[config.mk]
export PLATFORM = sky130hd
export DESIGN_NAME = key_code_lock_flat
export DESIGN_NICKNAME = d
export VERILOG_FILES = /design/src/rtl/key_code_lock_if.sv /design/src/rtl/key_code_lock.sv /design/src/flat_wrapper.sv
export SDC_FILE = /design/constraint.sdc
export NUM_CORES = 1
export LEC_CHECK = 0
export BUFFER_PORTS_ARGS = -buffer_cell sky130_fd_sc_hd__buf_2
export CORE_ASPECT_RATIO = 1.5
export CORE_MARGIN = 1
export CORE_UTILIZATION = 45
export DETAILED_ROUTE_END_ITERATION = 8
export GPL_TIMING_DRIVEN = 0
export PLACE_DENSITY = 0.68
export RECOVER_POWER = 100
export SLEW_MARGIN = 30
export SYNTH_ARGS = -nofsm -noshare
export SYNTH_HDL_FRONTEND = slang
export SYNTH_SLANG_ARGS = --single-unit
[constraint.sdc]
create_clock -name clk -period 3.08 [get_ports clk]
set_input_delay 0 -clock clk [delete_from_list [all_inputs] [get_ports clk]]
set_output_delay 0 -clock clk [all_outputs]
set_load 0.01 [all_outputs]
[src/rtl/key_code_lock_if.sv]
// rtl/key_code_lock_if.sv - keypad lock bundle: debounced key levels in, display/actuator signals out
interface key_code_lock_if;
   logic [15:0] key_deb;
   logic [15:0] entry;
   logic [2:0]  digit_cnt;
   logic        digit_valid;
   logic        unlock;
   logic        fail;
   logic        locked;
   logic [2:0]  tries_used;

   modport master (
      output key_deb,
      input  entry, digit_cnt, digit_valid, unlock, fail, locked, tries_used
   );

   modport slave (
      input  key_deb,
      output entry, digit_cnt, digit_valid, unlock, fail, locked, tries_used
   );
endinterface

[src/rtl/key_code_lock.sv]
// rtl/key_code_lock.sv - 4-digit keypad code lock with failed-try lockout
// Optional AUTO_RELOCK_EN: OPEN relocks by itself after OPEN_CYCLES cycles.
module key_code_lock #(
   parameter logic [15:0] CODE        = 16'h1234,
   parameter int unsigned MAX_TRIES   = 5,
   parameter logic [31:0] LOCK_CYCLES = 32'd50_000_000,
   parameter logic [31:0] OPEN_CYCLES = 32'd250_000_000
) (
   input logic            clk,
   input logic            rstn,
   key_code_lock_if.slave lk
);

   localparam logic [2:0] MAX_T = 3'(MAX_TRIES);

   typedef enum logic [1:0] {
      ST_ENTRY,
      ST_CHECK,
      ST_OPEN,
      ST_LOCKOUT
   } state_t;

   state_t      state_q;
   logic [15:0] key_prev_q;
   logic [15:0] entry_q;
   logic [2:0]  digit_cnt_q;
   logic [2:0]  tries_q;
   logic        digit_valid_q;
   logic        unlock_q;
   logic        fail_q;
   logic        locked_q;
   logic [31:0] lock_cnt_q;
`ifdef AUTO_RELOCK_EN
   logic [31:0] open_cnt_q;
`else
   logic        unused_open_cycles;
   assign unused_open_cycles = ^OPEN_CYCLES;
`endif

   logic [15:0] rise_d;
   logic        press_d;
   logic [3:0]  idx_d;
   logic        key_f_d;
   logic [2:0]  tries_d;

   // Only the lowest rising key of a simultaneous group is taken.
   always_comb begin
      rise_d  = lk.key_deb & ~key_prev_q;
      press_d = |rise_d;
      idx_d   = 4'd0;
      for (int i = 15; i >= 0; i--) begin
         if (rise_d[i]) idx_d = 4'(i);
      end
      key_f_d = (idx_d == 4'hF);
      tries_d = tries_q + 3'd1;
   end

   always_ff @(posedge clk or negedge rstn) begin
      if (!rstn) begin
         state_q       <= ST_ENTRY;
         key_prev_q    <= '0;
         entry_q       <= '0;
         digit_cnt_q   <= '0;
         tries_q       <= '0;
         digit_valid_q <= 1'b0;
         unlock_q      <= 1'b0;
         fail_q        <= 1'b0;
         locked_q      <= 1'b0;
         lock_cnt_q    <= '0;
`ifdef AUTO_RELOCK_EN
         open_cnt_q    <= '0;
`endif
      end else begin
         key_prev_q    <= lk.key_deb;
         digit_valid_q <= 1'b0;
         fail_q        <= 1'b0;
         case (state_q)
            ST_ENTRY: begin
               if (press_d) begin
                  if (key_f_d) begin
                     entry_q     <= '0;
                     digit_cnt_q <= '0;
                  end else begin
                     entry_q       <= {entry_q[11:0], idx_d};
                     digit_cnt_q   <= digit_cnt_q + 3'd1;
                     digit_valid_q <= 1'b1;
                     if (digit_cnt_q == 3'd3) state_q <= ST_CHECK;
                  end
               end
            end
            ST_CHECK: begin
               entry_q     <= '0;
               digit_cnt_q <= '0;
               if (entry_q == CODE) begin
                  state_q  <= ST_OPEN;
                  unlock_q <= 1'b1;
                  tries_q  <= '0;
`ifdef AUTO_RELOCK_EN
                  open_cnt_q <= OPEN_CYCLES - 32'd1;
`endif
               end else begin
                  fail_q  <= 1'b1;
                  tries_q <= tries_d;
                  if (tries_d == MAX_T) begin
                     state_q    <= ST_LOCKOUT;
                     locked_q   <= 1'b1;
                     lock_cnt_q <= LOCK_CYCLES - 32'd1;
                  end else begin
                     state_q <= ST_ENTRY;
                  end
               end
            end
            ST_OPEN: begin
               if (press_d && key_f_d) begin
                  state_q  <= ST_ENTRY;
                  unlock_q <= 1'b0;
               end
`ifdef AUTO_RELOCK_EN
               else if (open_cnt_q == 32'd0) begin
                  state_q  <= ST_ENTRY;
                  unlock_q <= 1'b0;
               end else begin
                  open_cnt_q <= open_cnt_q - 32'd1;
               end
`endif
            end
            ST_LOCKOUT: begin
               // key_prev keeps tracking here so keys held at exit do not fire.
               if (lock_cnt_q == 32'd0) begin
                  state_q  <= ST_ENTRY;
                  locked_q <= 1'b0;
                  tries_q  <= '0;
               end else begin
                  lock_cnt_q <= lock_cnt_q - 32'd1;
               end
            end
            default: state_q <= ST_ENTRY;
         endcase
      end
   end

   assign lk.entry       = entry_q;
   assign lk.digit_cnt   = digit_cnt_q;
   assign lk.digit_valid = digit_valid_q;
   assign lk.unlock      = unlock_q;
   assign lk.fail        = fail_q;
   assign lk.locked      = locked_q;
   assign lk.tries_used  = tries_q;

endmodule

[src/flat_wrapper.sv]
// flat-port wrapper written by rule: the top's interface ports become plain ports
module key_code_lock_flat 
#(
   parameter logic [15:0] CODE        = 16'h1234,
   parameter int unsigned MAX_TRIES   = 5,
   parameter logic [31:0] LOCK_CYCLES = 32'd50_000_000,
   parameter logic [31:0] OPEN_CYCLES = 32'd250_000_000
)
  (clk, rstn, lk_key_deb, lk_entry, lk_digit_cnt, lk_digit_valid, lk_unlock, lk_fail, lk_locked, lk_tries_used);
  key_code_lock_if lk_i ();
  input logic clk;
  input logic rstn;
  input wire logic [$bits(lk_i.key_deb)-1:0] lk_key_deb;
  output wire logic [$bits(lk_i.entry)-1:0] lk_entry;
  output wire logic [$bits(lk_i.digit_cnt)-1:0] lk_digit_cnt;
  output wire logic [$bits(lk_i.digit_valid)-1:0] lk_digit_valid;
  output wire logic [$bits(lk_i.unlock)-1:0] lk_unlock;
  output wire logic [$bits(lk_i.fail)-1:0] lk_fail;
  output wire logic [$bits(lk_i.locked)-1:0] lk_locked;
  output wire logic [$bits(lk_i.tries_used)-1:0] lk_tries_used;
  assign lk_i.key_deb = lk_key_deb;
  assign lk_entry = lk_i.entry;
  assign lk_digit_cnt = lk_i.digit_cnt;
  assign lk_digit_valid = lk_i.digit_valid;
  assign lk_unlock = lk_i.unlock;
  assign lk_fail = lk_i.fail;
  assign lk_locked = lk_i.locked;
  assign lk_tries_used = lk_i.tries_used;
  key_code_lock #(.CODE(CODE), .MAX_TRIES(MAX_TRIES), .LOCK_CYCLES(LOCK_CYCLES), .OPEN_CYCLES(OPEN_CYCLES)) u_core (.clk(clk), .rstn(rstn), .lk(lk_i));
endmodule
* After elaboration in Yosys (flattened, before gate mapping) *
Cells that the tools add are included.

word-level totals
  memory bits (read-only) = 0
  memories kept = 0
  bits in writable memories = 0
  logic and storage cells = 93
  bits in latches = 0
  input bits = 18
  bits in registers = 76

operators by class
  multiply operators = 0
  add/subtract/negate cells = 3
  equality and inequality tests = 16
  bitwise operators = 2
  shift operators = 0
  order comparisons = 0
  div/mod/pow operators = 0
  muxes and demuxes = 49
  reductions and logical operators = 13

operators with widths
  cell                   count
  $mux 32                3
  $mux 4                 16
  $pmux 32 s2            1
  $logic_not 32->1       1
  $mux 16                2
  $pmux 16 s2            1
  $sub 32x1->32 const B  1
  $and 16x16->16         1
  $eq 16x13->1 const B   1
  $not 16->16            1
  $reduce_or 16->1       1
  $mux 2                 7
  $mux 3                 4
  $ne 2x1->1 const B     6
  $pmux 3 s2             2
  $mux 1                 10
  $pmux 2 s4             1
  $reduce_and 4->1       2
  $add 3x1->3 const B    2
  $ne 2x2->1 const B     3
  $reduce_bool 2->1      3
  $reduce_and 5->1       1
  $eq 2x2->1 const B     2
  $eq 4x4->1 const B     1
  8 further kinds        10

* Logic depth before layout (Yosys ltp) *
Gate-level depths: netlist of the first run.

  depth after elaboration = 22
  mapped depth = 10

* Worst setup path before layout of the first run *
OpenSTA, ideal clock, no wires.

  path kind = register to register
  start point = reg u_core.lock_cnt_q[7]
  end point = reg u_core.state_q[0]
  stages on the path, launching flop included = 8
  buffers on the path = 0
  arrival = 2.656 ns
  path slack = 0.344 ns
  library setup time = 0.079 ns
  cells stage by stage = dfrtp_1 -> or4_4 -> or4b_4 -> nor3_4 -> nand2_2 -> a2111o_1 -> a211oi_2 -> mux2i_1

between the ends
  longest elaborated chain between the ends = 3

ends and longest elaborated chain
  element                            RTL line              source
  from (decl)                        key_code_lock.sv:32   logic [31:0] lock_cnt_q;
  from (signal assigned)             key_code_lock.sv:107  lock_cnt_q <= LOCK_CYCLES - 32'd1;
  from (signal assigned)             key_code_lock.sv:134  lock_cnt_q <= lock_cnt_q - 32'd1;
  $logic_not 32->1                   key_code_lock.sv:129  if (lock_cnt_q == 32'd0) begin
  $ne 2x1->1 (no source line)        -
  $reduce_and 5->1 (no source line)  -
  to (signal assigned)               key_code_lock.sv:115  state_q <= ST_ENTRY;
  to (signal assigned)               key_code_lock.sv:130  state_q <= ST_ENTRY;
  to (signal assigned)               key_code_lock.sv:137  default: state_q <= ST_ENTRY;
  to (decl)                          key_code_lock.sv:23   state_t state_q;

Every way passes these cells.
A chain may end at the register's enable or synchronous reset.

* Worst setup path after layout of the first run *
Ends and elaborated chain as after synthesis.

==> metrics.md, run 1 <==
| Metric | Value |
|---|---|
| Number of synthesized flops with an enable pin | `0` |
| Mapped Cells | `366` |
| Max rail drop VDD | `0.446 mV` |
| Synth area leaders | `dfrtp_1 (51%), a22o_1 (3.8%), nand2_1 (3.7%), ha_1 (3.4%), nor2_1 (3.2%)` |
| FF-to-FF End | `u_core.state_q[0]` |
| CP Launch Type | `flop` |
| Io pins | `44` |
| Site row count | `40` |
| Fraction of layout cells with a size suffix above 1 | `0.0769` |
| Worst-margin pin slew | `roughly 1.3 ns` |
| CTS Buf Count | `9` |
| Hold path depth | `2` |
| TritonCTS clock tree | `built` |
| Reg-to-reg slack, setup | `roughly 0.14 ns` |
| Post-Syn Area | `approximately 3700 um^2` |
| Worst path cell trace | `or4_4, or4b_4, nor3_4, nand2_2, a2111o_1, a211oi_2, mux2i_1` |
| First-pass GRT wire length | `approximately 14000 um` |
| Status | `completed` |
| Htree depth | `3` |
| Setup Viol. Count Final | `0` |
| Vias | `2938` |
| Main synth FF type | `dfrtp_1` |
| Port bufs | `43` |
| Post-synth ARST share | `1.00` |
| Final period util | `0.954` |
| Min-delay src | `lk_key_deb[12]` |
| Delay-heaviest family, CP | `simple AND/OR/NAND/NOR gates` |
| Clk Latency, worst-skew pair | `0.34 ns` |
| Reg2Reg Depth | `7` |
| Largest net degree at the start of global routing | `53` |
| Netlist cell types | `52` |
| Flops & latches, synth | `76` |
| Setup TNS | `0 ns` |
| Post-layout min period | `between 2 and 3 ns` |
| Synth area leader | `dfrtp_1` |
| Layout area overhead | `21.5%` |
| Pwr Density | `roughly 830 nW/um^2` |
| Hold EP | `u_core.key_prev_q[12]` |
| Synth cell count leaders | `dfrtp_1 (76), nand2_1 (37), nor2_1 (32)` |
| Number of antenna violations at the first check in global routing | `0` |
| Vias in the first global route | `approximately 3000` |
| Ant diodes | `0` |
| Vias per cell | `roughly 5.4` |
| Syn nets | `just under 400` |
| CP Data Required Time | `3.32 ns` |
| Syn. warnings | `0` |
| Die Area | `~8700 um^2` |
| Post-Syn Area per Cell | `about 10 um^2` |
| CTS clock-pin slew for the worst setup and hold paths | `0.06 ns` |
| Post-DRT Antenna Nets | `0` |
| # nets final | `~470` |
| DRC | `0` |
| Hold violation count in the final report | `0` |
| Slew Limit Headroom | `0.125` |
| GPL Wtd Cong | `0.858` |
| WP data arrival | `~3.2 ns` |
| Leakage | `~1.9 nW` |
| Overall global routing resource usage | `0.205` |
| Initial Util | `0.465` |
| Fillcell total | `735` |
| RSZ-0062 raised after global routing | `false` |
| Slowest stage delay, CP | `approximately 0.58 ns` |
| Routed WL | `roughly 8000 um` |
| RR Startpoint | `u_core.lock_cnt_q[7]` |
| Most frequent cell after synthesis | `dfrtp_1` |
| Die span in y | `113 um` |
| Hold WC Path Type | `in -> reg` |
| Detailed Place HPWL | `approximately 6000 um` |
| DRT iter0 DRCs | `124` |
| Routed len/inst | `about 15 um` |
| Worst setup path class | `reg -> reg` |
| Grt ovf | `0` |
| Die width | `around 76 um` |
| Clock root buffer | `clkbuf_16` |
| Max_cap viols | `0` |
| Clk sinks | `between 70 and 80` |
| DRT Pass-1 Iters | `4` |
| Yosys top cell area share | `0.510` |
| Setup Skew | `approximately 0.0084 ns` |
| CP Max Fanout | `5` |
| Slew Viols, Final | `0` |
| CP max stage cell | `or4_4` |
| CTS max path bufs | `2` |
| Sequential share of the synthesized area | `0.510` |
| Final non-filler cell total | `around 550` |
| CP endpoint kind | `flop` |
| Placed insts | `515` |
| Worst hold slack | `0.318 ns` |
| Bufs and invs on worst path | `0` |
| Maximum operating frequency | `approximately 340 MHz` |
| Core region area | `8010 um^2` |
| Design Area, Final | `4530 um^2` |
| Placed cell area | `about 4100 um^2` |
[state kept, by name (all words and copies together), names as in the netlist]
name and flops:
u_core.lk.digit_valid 1, u_core.lk.tries_used 3, u_core.lk.fail 1, u_core.lk.entry 16, u_core.lock_cnt_q 32, u_core.lk.unlock 1, u_core.lk.locked 1, u_core.state_q 2
u_core.lk.digit_cnt 3, u_core.key_prev_q 16
[where the power goes]
part	internal [W]	leakage, nW	switching [W]	total [W]
sequential	0.00127	0.916	0.000251	0.00152
clock	0.000727	0.159	0.000394	0.00112
combinational	0.000458	0.845	0.000673	0.00113
[worst max path at each step]
stage / from / end / cells past startpoint
after floorplan: u_core.lock_cnt_q[7] / u_core.state_q[0] / 7
after global placement: u_core.lock_cnt_q[7] / u_core.state_q[0] / 7
after detailed placement: u_core.lock_cnt_q[17] / u_core.state_q[0] / 8
after CTS: u_core.lock_cnt_q[17] / u_core.state_q[0] / 8
after global routing: u_core.lock_cnt_q[7] / u_core.state_q[0] / 7
final: u_core.lock_cnt_q[7] / u_core.state_q[0] / 7
[metal layers]
metal  routed length (um)  GRT usage
met5                    0          0
met4                  250      0.101
met3                  284     0.0584
met2                 4240      0.368
met1                 3260      0.221
[layout by cell type (no fill, tap or decap), types with 12 or more instances in the layout]
cell           Yosys  layout
inv_1             12      12
xor2_1            13      13
clkbuf_1          10      50
dlygate4sd3_1      0      17
nand2b_1          17      17
dfrtp_1           76      76
o21ai_0           17      17
nor2_1            32      32
a22o_1            16      16
nand2_1           37      37
[kinds of logic (layout without fill, tap and decap cells)]
| family | count (synthesis) | in the layout | synth area share |
|---|---|---|---|
| AND/OR/NAND/NOR | 171 | 171 | 0.253 |
| flip-flops | 76 | 76 | 0.510 |
| AO/OA/AOI/OAI | 60 | 60 | 0.116 |
| XOR/XNOR | 24 | 24 | 0.0564 |
| buffers and inverters | 22 | 98 | 0.0222 |
| adder cells (fa/ha/maj) | 10 | 10 | 0.0336 |
| multiplexers | 3 | 3 | 0.00839 |
[area by class of cell]
type | count | area (um^2) | area share
inverter | 12 | 45.0 | 0.00995
clock buffer | 11 | 243 | 0.0536
clock inverter | 5 | 75.1 | 0.0166
buffer | 9 | 35.0 | 0.00774
tap | 105 | 131 | 0.0290
multi-input combinational | 268 | 1760 | 0.388
timing repair buffer | 61 | 339 | 0.0749
sequential | 76 | 1900 | 0.420
[per-stage QoR]
stage	util	setup WS, ns	total power, W
2_1_floorplan	-	0.344	0.00228
3_3_place_gp	0.509	0.141	0.00263
3_5_place_dp	0.513	0.105	0.00268
4_1_cts	0.573	0.0730	0.00384
5_1_grt	0.565	0.00866	0.00403
6_report	0.565	0.142	0.00377
[timing repair]
action / 4_1_cts / 5_1_grt
setup buffers: 0 / 0
resized for setup: 0 / 4
endpoints found under the hold margin: 92 / 0
setup endpoints to repair: 0 / 16
hold buffers: 17 / 0
Power figures use the tool's default switching activity.
==> run 2, diff against run 1 <==
--- a/config.mk
+++ b/config.mk
@@ -13,6 +13,7 @@
 export GPL_TIMING_DRIVEN = 0
 export PLACE_DENSITY = 0.68
 export RECOVER_POWER = 100
+export REMOVE_ABC_BUFFERS = 1
 export SLEW_MARGIN = 30
 export SYNTH_ARGS = -nofsm -noshare
 export SYNTH_HDL_FRONTEND = slang
==> run 2 against run 1 <==
  * The run now ends with max-capacitance violations, max-slew violations left
  * Clock power is 22% lower
  * Sequential power barely moved
  * Final cell count fell by 2.6%
  * Clock-buffer cell count shrank 1
  * Flip-flop and latch count is the same
  * Maximum frequency increased by 1.5%
  * Sequential share of layout area is 0.97 points higher
  * Die area is the same
  * Critical path type unchanged
  * Highest routed layer unchanged
==> metrics.md, run 2 (synthesis results as in run 1) <==
| Metric | Value |
|---|---|
| Status | `complete, but fails checks` |
| Failing checks | `max-capacitance violations, max-slew violations` |
| Die Area | `roughly 8700 um^2` |
| GPL Wtd Cong | `between 0.8 and 0.9` |
| Post-CTS Setup Repair Bufs | `0` |
| Io pins | `44` |
| Vias | `roughly 2900` |
| Post-layout min period | `~2.9 ns` |
| Routed WL | `between 8000 and 9000 um` |
| Htree depth | `3` |
| Max rail drop VDD | `between 0.5 and 0.6 mV` |
| Detailed Place HPWL | `around 5600 um` |
| Largest net degree at the start of global routing | `41` |
| Core region area | `between 8000 and 9000 um^2` |
| Fraction of layout cells with a size suffix above 1 | `0.0607` |
| Fillcell total | `about 750` |
| Maximum operating frequency | `346 MHz` |
| DRT iter0 DRCs | `141` |
| Hold violation count in the final report | `0` |
| Pwr Density | `approximately 800 nW/um^2` |
| CP Max Fanout | `5` |
| Layout area overhead | `18.7%` |
| Worst setup path class | `reg -> reg` |
| Worst-margin pin slew | `~2.1 ns` |
| Setup TNS | `0 ns` |
| CP Launch Type | `flop` |
| Initial Util | `0.465` |
| Setup Skew | `approximately 0.0054 ns` |
| Die width | `76.3 um` |
| Site row count | `40` |
| CTS Buf Count | `9` |
| Die span in y | `between 100 and 150 um` |
| WP data arrival | `around 3.1 ns` |
| First-pass GRT wire length | `around 13000 um` |
| Leakage | `about 1.9 nW` |
| Port bufs | `43` |
| CP Data Required Time | `between 3 and 4 ns` |
| # nets final | `456` |
| CTS max path bufs | `2` |
| Pre-CTS setup slack | `about 0.10 ns` |
| RSZ-0062 raised after global routing | `false` |
| Setup Viol. Count Final | `0` |
| Grt ovf | `0` |
| CP endpoint kind | `flop` |
| Clock root buffer | `clkbuf_16` |
| Post-DRT Antenna Nets | `0` |
| Number of antenna violations at the first check in global routing | `0` |
| Hold WC Path Type | `in -> reg` |
| Worst hold slack | `roughly 0.32 ns` |
| CTS clock-pin slew for the worst setup and hold paths | `approximately 0.05 ns` |
| Final period util | `0.940` |
| Vias in the first global route | `roughly 3000` |
| Final WS setup | `between 0.15 and 0.2 ns` |
| Slew Viols, Final | `37` |
| Number of flip-flops in the largest register | `32` |
| DRC | `0` |
| Clk Latency, worst-skew pair | `0.33 ns` |
| Slew Limit Headroom | `-0.371` |
| Clk sinks | `between 70 and 80` |
| Overall global routing resource usage | `0.199` |
| Max_cap viols | `1` |
| Most common cell after layout, fill and taps aside | `dfrtp_1` |
| Biggest register | `u_core.lock_cnt_q` |
| DRT Pass-1 Iters | `4` |
| Most frequent cells in the layout | `dfrtp_1 (76), clkbuf_1 (42), nand2_1 (38)` |
| Ant diodes | `0` |
| Vias per cell | `roughly 5.5` |
| TritonCTS clock tree | `built` |
| Routed len/inst | `15.0 um` |
==> run 2: final timing paths <==
kind                                         endpoint  cells after the start  slack [ns]                  start
worst min register to register  u_core.lock_cnt_q[14]                      2        0.51  u_core.lock_cnt_q[14]
worst min-delay path             u_core.key_prev_q[9]                      2        0.32          lk_key_deb[9]
worst max-delay path                u_core.state_q[0]                      7        0.19   u_core.lock_cnt_q[7]
worst max register to register      u_core.state_q[0]                      7        0.19   u_core.lock_cnt_q[7]
min in group asynchronous       u_core.lock_cnt_q[30]                      2        0.79                   rstn
max in group asynchronous        u_core.key_prev_q[2]                      2        1.10                   rstn
==> run 2: repair_timing <==
| item | CTS | global route |
|---|---|---|
| endpoints found under the setup margin | 0 | 1 |
| resized for setup | 0 | 2 |
| hold buffers | 17 | 0 |
| hold endpoints to repair | 52 | 0 |
==> run 2: per-stage QoR <==
| stage | instance area, um^2 | instances | util | total power (W) |
|---|---|---|---|---|
| floorplan | 3690 | 356 | - | 0.00226 |
| global placement | 4040 | 504 | 0.504 | 0.00260 |
| detailed placement | 4070 | 505 | 0.508 | 0.00265 |
| global route | 4420 | 533 | 0.553 | 0.00375 |
| CTS | 4470 | 533 | 0.558 | 0.00356 |
| finish | 4420 | 533 | 0.553 | 0.00352 |
==> run 2: worst max-delay path, stage by stage, from the launching register on <==
cell and delay, ns:
dfrtp_1 0.38, or4_4 0.57, or4b_4 0.58, nor3_4 0.15, nand2_1 0.13, a2111o_1 0.47, a211oi_4 0.27, mux2i_1 0.24
==> run 2: power by group <==
group | switching [W] | leakage [nW] | internal [W]
clock | 0.000357 | 0.116 | 0.000520
sequential | 0.000257 | 0.916 | 0.00127
combinational | 0.000654 | 0.836 | 0.000457
==> run 2: cell type report <==
class	count	area (um^2)	share of cell area
tap	105	131	0.0297
clock inverter	1	5.00	0.00113
clock buffer	10	229	0.0518
multi-input combinational	268	1760	0.397
timing repair buffer	61	354	0.0800
sequential	76	1900	0.430
inverter	12	45.0	0.0102
==> run 2: layer usage <==
| layer | vias to the layer above | wire length [um] | global-route usage | share of wire |
|---|---|---|---|---|
| met3 | 10 | 248 | 0.0448 | 0.031 |
| met5 | - | 0 | 0 | 0 |
| li1 | 1422 | - | - | - |
| met2 | 44 | 4310 | 0.371 | 0.54 |
| met1 | 1430 | 3330 | 0.216 | 0.42 |
| met4 | 0 | 120 | 0.0846 | 0.015 |
==> run 3, diff against run 2 <==
==> constraint.sdc (replaced) <==
create_clock -name clk -period 3.08 [get_ports clk]
set_input_delay 0.154 -clock clk [delete_from_list [all_inputs] [get_ports clk]]
set_output_delay 0.154 -clock clk [all_outputs]
set_load 0.01 [all_outputs]
==> run 3 against run 2 <==
  * The run still ends with max-capacitance violations, max-slew violations left
  * Sequential share of layout area grew 0.061 points
  * Hold slack gained 0.15 ns
  * Sequential power is essentially flat
  * Via count grew 0.24%
  * Flip-flop and latch count is the same
  * Final cell count is the same
  * Global-route usage is the same
  * Final area shrank 0.14%
  * Worst setup slack lost 0.0013 ns
  * Clock power is essentially flat
==> metrics.md, run 3 (synthesis results as in run 1) <==
| Metric | Value |
|---|---|
| Status | `complete, but fails checks` |
| Failing checks | `max-capacitance violations, max-slew violations` |
| Leakage | `about 1.9 nW` |
| Setup TNS | `0 ns` |
| DRT Pass-1 Iters | `4` |
| Port bufs | `43` |
| Grt ovf | `0` |
| Routed WL | `between 8000 and 9000 um` |
| CP max stage cell | `or4b_4` |
| Clk Latency, worst-skew pair | `~0.33 ns` |
| Hold WC Path Type | `in -> reg` |
| TritonCTS clock tree | `built` |
| CP Data Required Time | `3.32 ns` |
| Die span in y | `113 um` |
| Most common cell after layout, fill and taps aside | `dfrtp_1` |
| Worst path cell trace | `or4_4, or4b_4, nor3_4, nand2_1, a2111o_1, a211oi_4, mux2i_1` |
| Largest net degree at the start of global routing | `41` |
| First-pass GRT wire length | `about 13000 um` |
| Placed cell area | `roughly 4100 um^2` |
| WP data arrival | `approximately 3.1 ns` |
| CTS Buf Count | `9` |
| Setup Viol. Count Final | `0` |
| # nets final | `around 460` |
| Die Area | `between 8000 and 9000 um^2` |
| Worst-margin pin slew | `approximately 2.0 ns` |
| RR Startpoint | `u_core.lock_cnt_q[7]` |
| Design Area, Final | `4420 um^2` |
| Worst setup path class | `reg -> reg` |
| Hold violation count in the final report | `0` |
| Fraction of layout cells with a size suffix above 1 | `0.0654` |
| Vias in the first global route | `just under 3000` |
| Final period util | `0.940` |
| Post-DRT Antenna Nets | `0` |
| FF-to-FF End | `u_core.state_q[0]` |
| Site row count | `40` |
| Layout area overhead | `18.5%` |
| Reg-to-reg slack, setup | `roughly 0.18 ns` |
| CP Max Fanout | `5` |
| Slowest stage delay, CP | `0.58 ns` |
| Htree depth | `3` |
| Detailed Place HPWL | `between 5000 and 6000 um` |
| CTS max path bufs | `2` |
| Die width | `between 70 and 80 um` |
| Core region area | `~8000 um^2` |
| DRC | `0` |
| Worst setup path endpoint | `u_core.state_q[0]` |
| Max_cap viols | `1` |
| GPL Wtd Cong | `0.805` |
| Reg2Reg Depth | `7` |
| Slew Limit Headroom | `-0.312` |
| Ant diodes | `0` |
| Worst hold slack | `0.470 ns` |
| RSZ-0062 raised after global routing | `false` |
| CP Launch Type | `flop` |
| Clk sinks | `76` |
| Maximum operating frequency | `345 MHz` |
| Post-layout min period | `around 2.9 ns` |
| Vias per cell | `about 5.5` |
| Overall global routing resource usage | `0.199` |
| Pwr Density | `about 800 nW/um^2` |
| Post-CTS Setup Repair Bufs | `0` |
| Number of flip-flops in the largest register | `32` |
| Max rail drop VDD | `just over 0.5 mV` |
| Vias | `between 2000 and 3000` |
| Biggest register | `u_core.lock_cnt_q` |
| Routed len/inst | `between 15 and 20 um` |
| Number of antenna violations at the first check in global routing | `0` |
| CP endpoint kind | `flop` |
| Initial Util | `0.465` |
| DRT iter0 DRCs | `137` |
| CTS clock-pin slew for the worst setup and hold paths | `0.05 ns` |
| Worst setup path startpoint | `u_core.lock_cnt_q[7]` |
| Io pins | `44` |
| Clock root buffer | `clkbuf_16` |
| Slew Viols, Final | `38` |
| Fillcell total | `between 700 and 800` |
| Most frequent cells in the layout | `dfrtp_1 (76), clkbuf_1 (42), nand2_1 (38)` |
| Setup Skew | `between 0.006 and 0.007 ns` |
run 3: cell count changes in the layout (fill, tap and decap cells not counted), sizes merged:
cell and change:
buf -1, clkbuf +1
run 3: cell type report:
cell class                 count  area, um^2  area share
sequential                    76        1900       0.430
inverter                      12        45.0      0.0102
multi-input combinational    268        1760       0.399
clock buffer                  10         229      0.0518
tap                          105         131      0.0297
timing repair buffer          61         342      0.0773
clock inverter                 1        5.00     0.00113
run 3: where the power goes:
| group | switching [W] | leakage (nW) | internal [W] | total [W] |
|---|---|---|---|---|
| combinational | 0.000656 | 0.832 | 0.000458 | 0.00111 |
| sequential | 0.000257 | 0.916 | 0.00127 | 0.00153 |
| clock | 0.000357 | 0.116 | 0.000520 | 0.000877 |
| total | 0.00127 | 1.86 | 0.00225 | 0.00352 |
run 3: repair_timing:
action,in CTS,in global routing
resized for setup,0,2
hold buffers,17,0
endpoints found under the hold margin,52,0
endpoints found under the setup margin,0,1
run 3: stage by stage:
stage,setup WS (ns),instances,total power (W),util
final,0.185,533,0.00352,0.552
after global placement,0.144,504,0.00260,0.504
after detailed placement,0.104,505,0.00265,0.508
after CTS,0.0834,533,0.00356,0.558
after global routing,0.0315,533,0.00375,0.552
after floorplan,0.344,356,0.00226,-
run 3: worst max-delay path: cells and delay by family, from the launching register on:
| family | cells | cell delay [ns] |
|---|---|---|
| AO/OA/AOI/OAI | 2 | 0.74 |
| flip-flops | 1 | 0.38 |
| multiplexers | 1 | 0.24 |
| AND/OR/NAND/NOR | 4 | 1.43 |
run 3: worst min path at each step:
stage | start | to | slack (ns) | depth (start not counted)
2_1_floorplan | rstn | u_core.key_prev_q[0] | -0.14 | 0
3_3_place_gp | lk_key_deb[12] | u_core.key_prev_q[12] | 0.28 | 1
3_5_place_dp | rstn | u_core.lock_cnt_q[31] | 0.15 | 1
4_1_cts | rstn | u_core.lock_cnt_q[31] | 0.34 | 2
5_1_grt | lk_key_deb[9] | u_core.key_prev_q[9] | 0.48 | 2
6_report | lk_key_deb[9] | u_core.key_prev_q[9] | 0.47 | 2
run 3: per-layer routing:
| layer | wire length [um] | vias up | GRT usage |
|---|---|---|---|
| li1 | - | 1423 | - |
| met1 | 3350 | 1437 | 0.216 |
| met2 | 4310 | 45 | 0.371 |
| met3 | 259 | 8 | 0.0448 |
| met4 | 104 | 0 | 0.0846 |
| met5 | 0 | - | 0 |
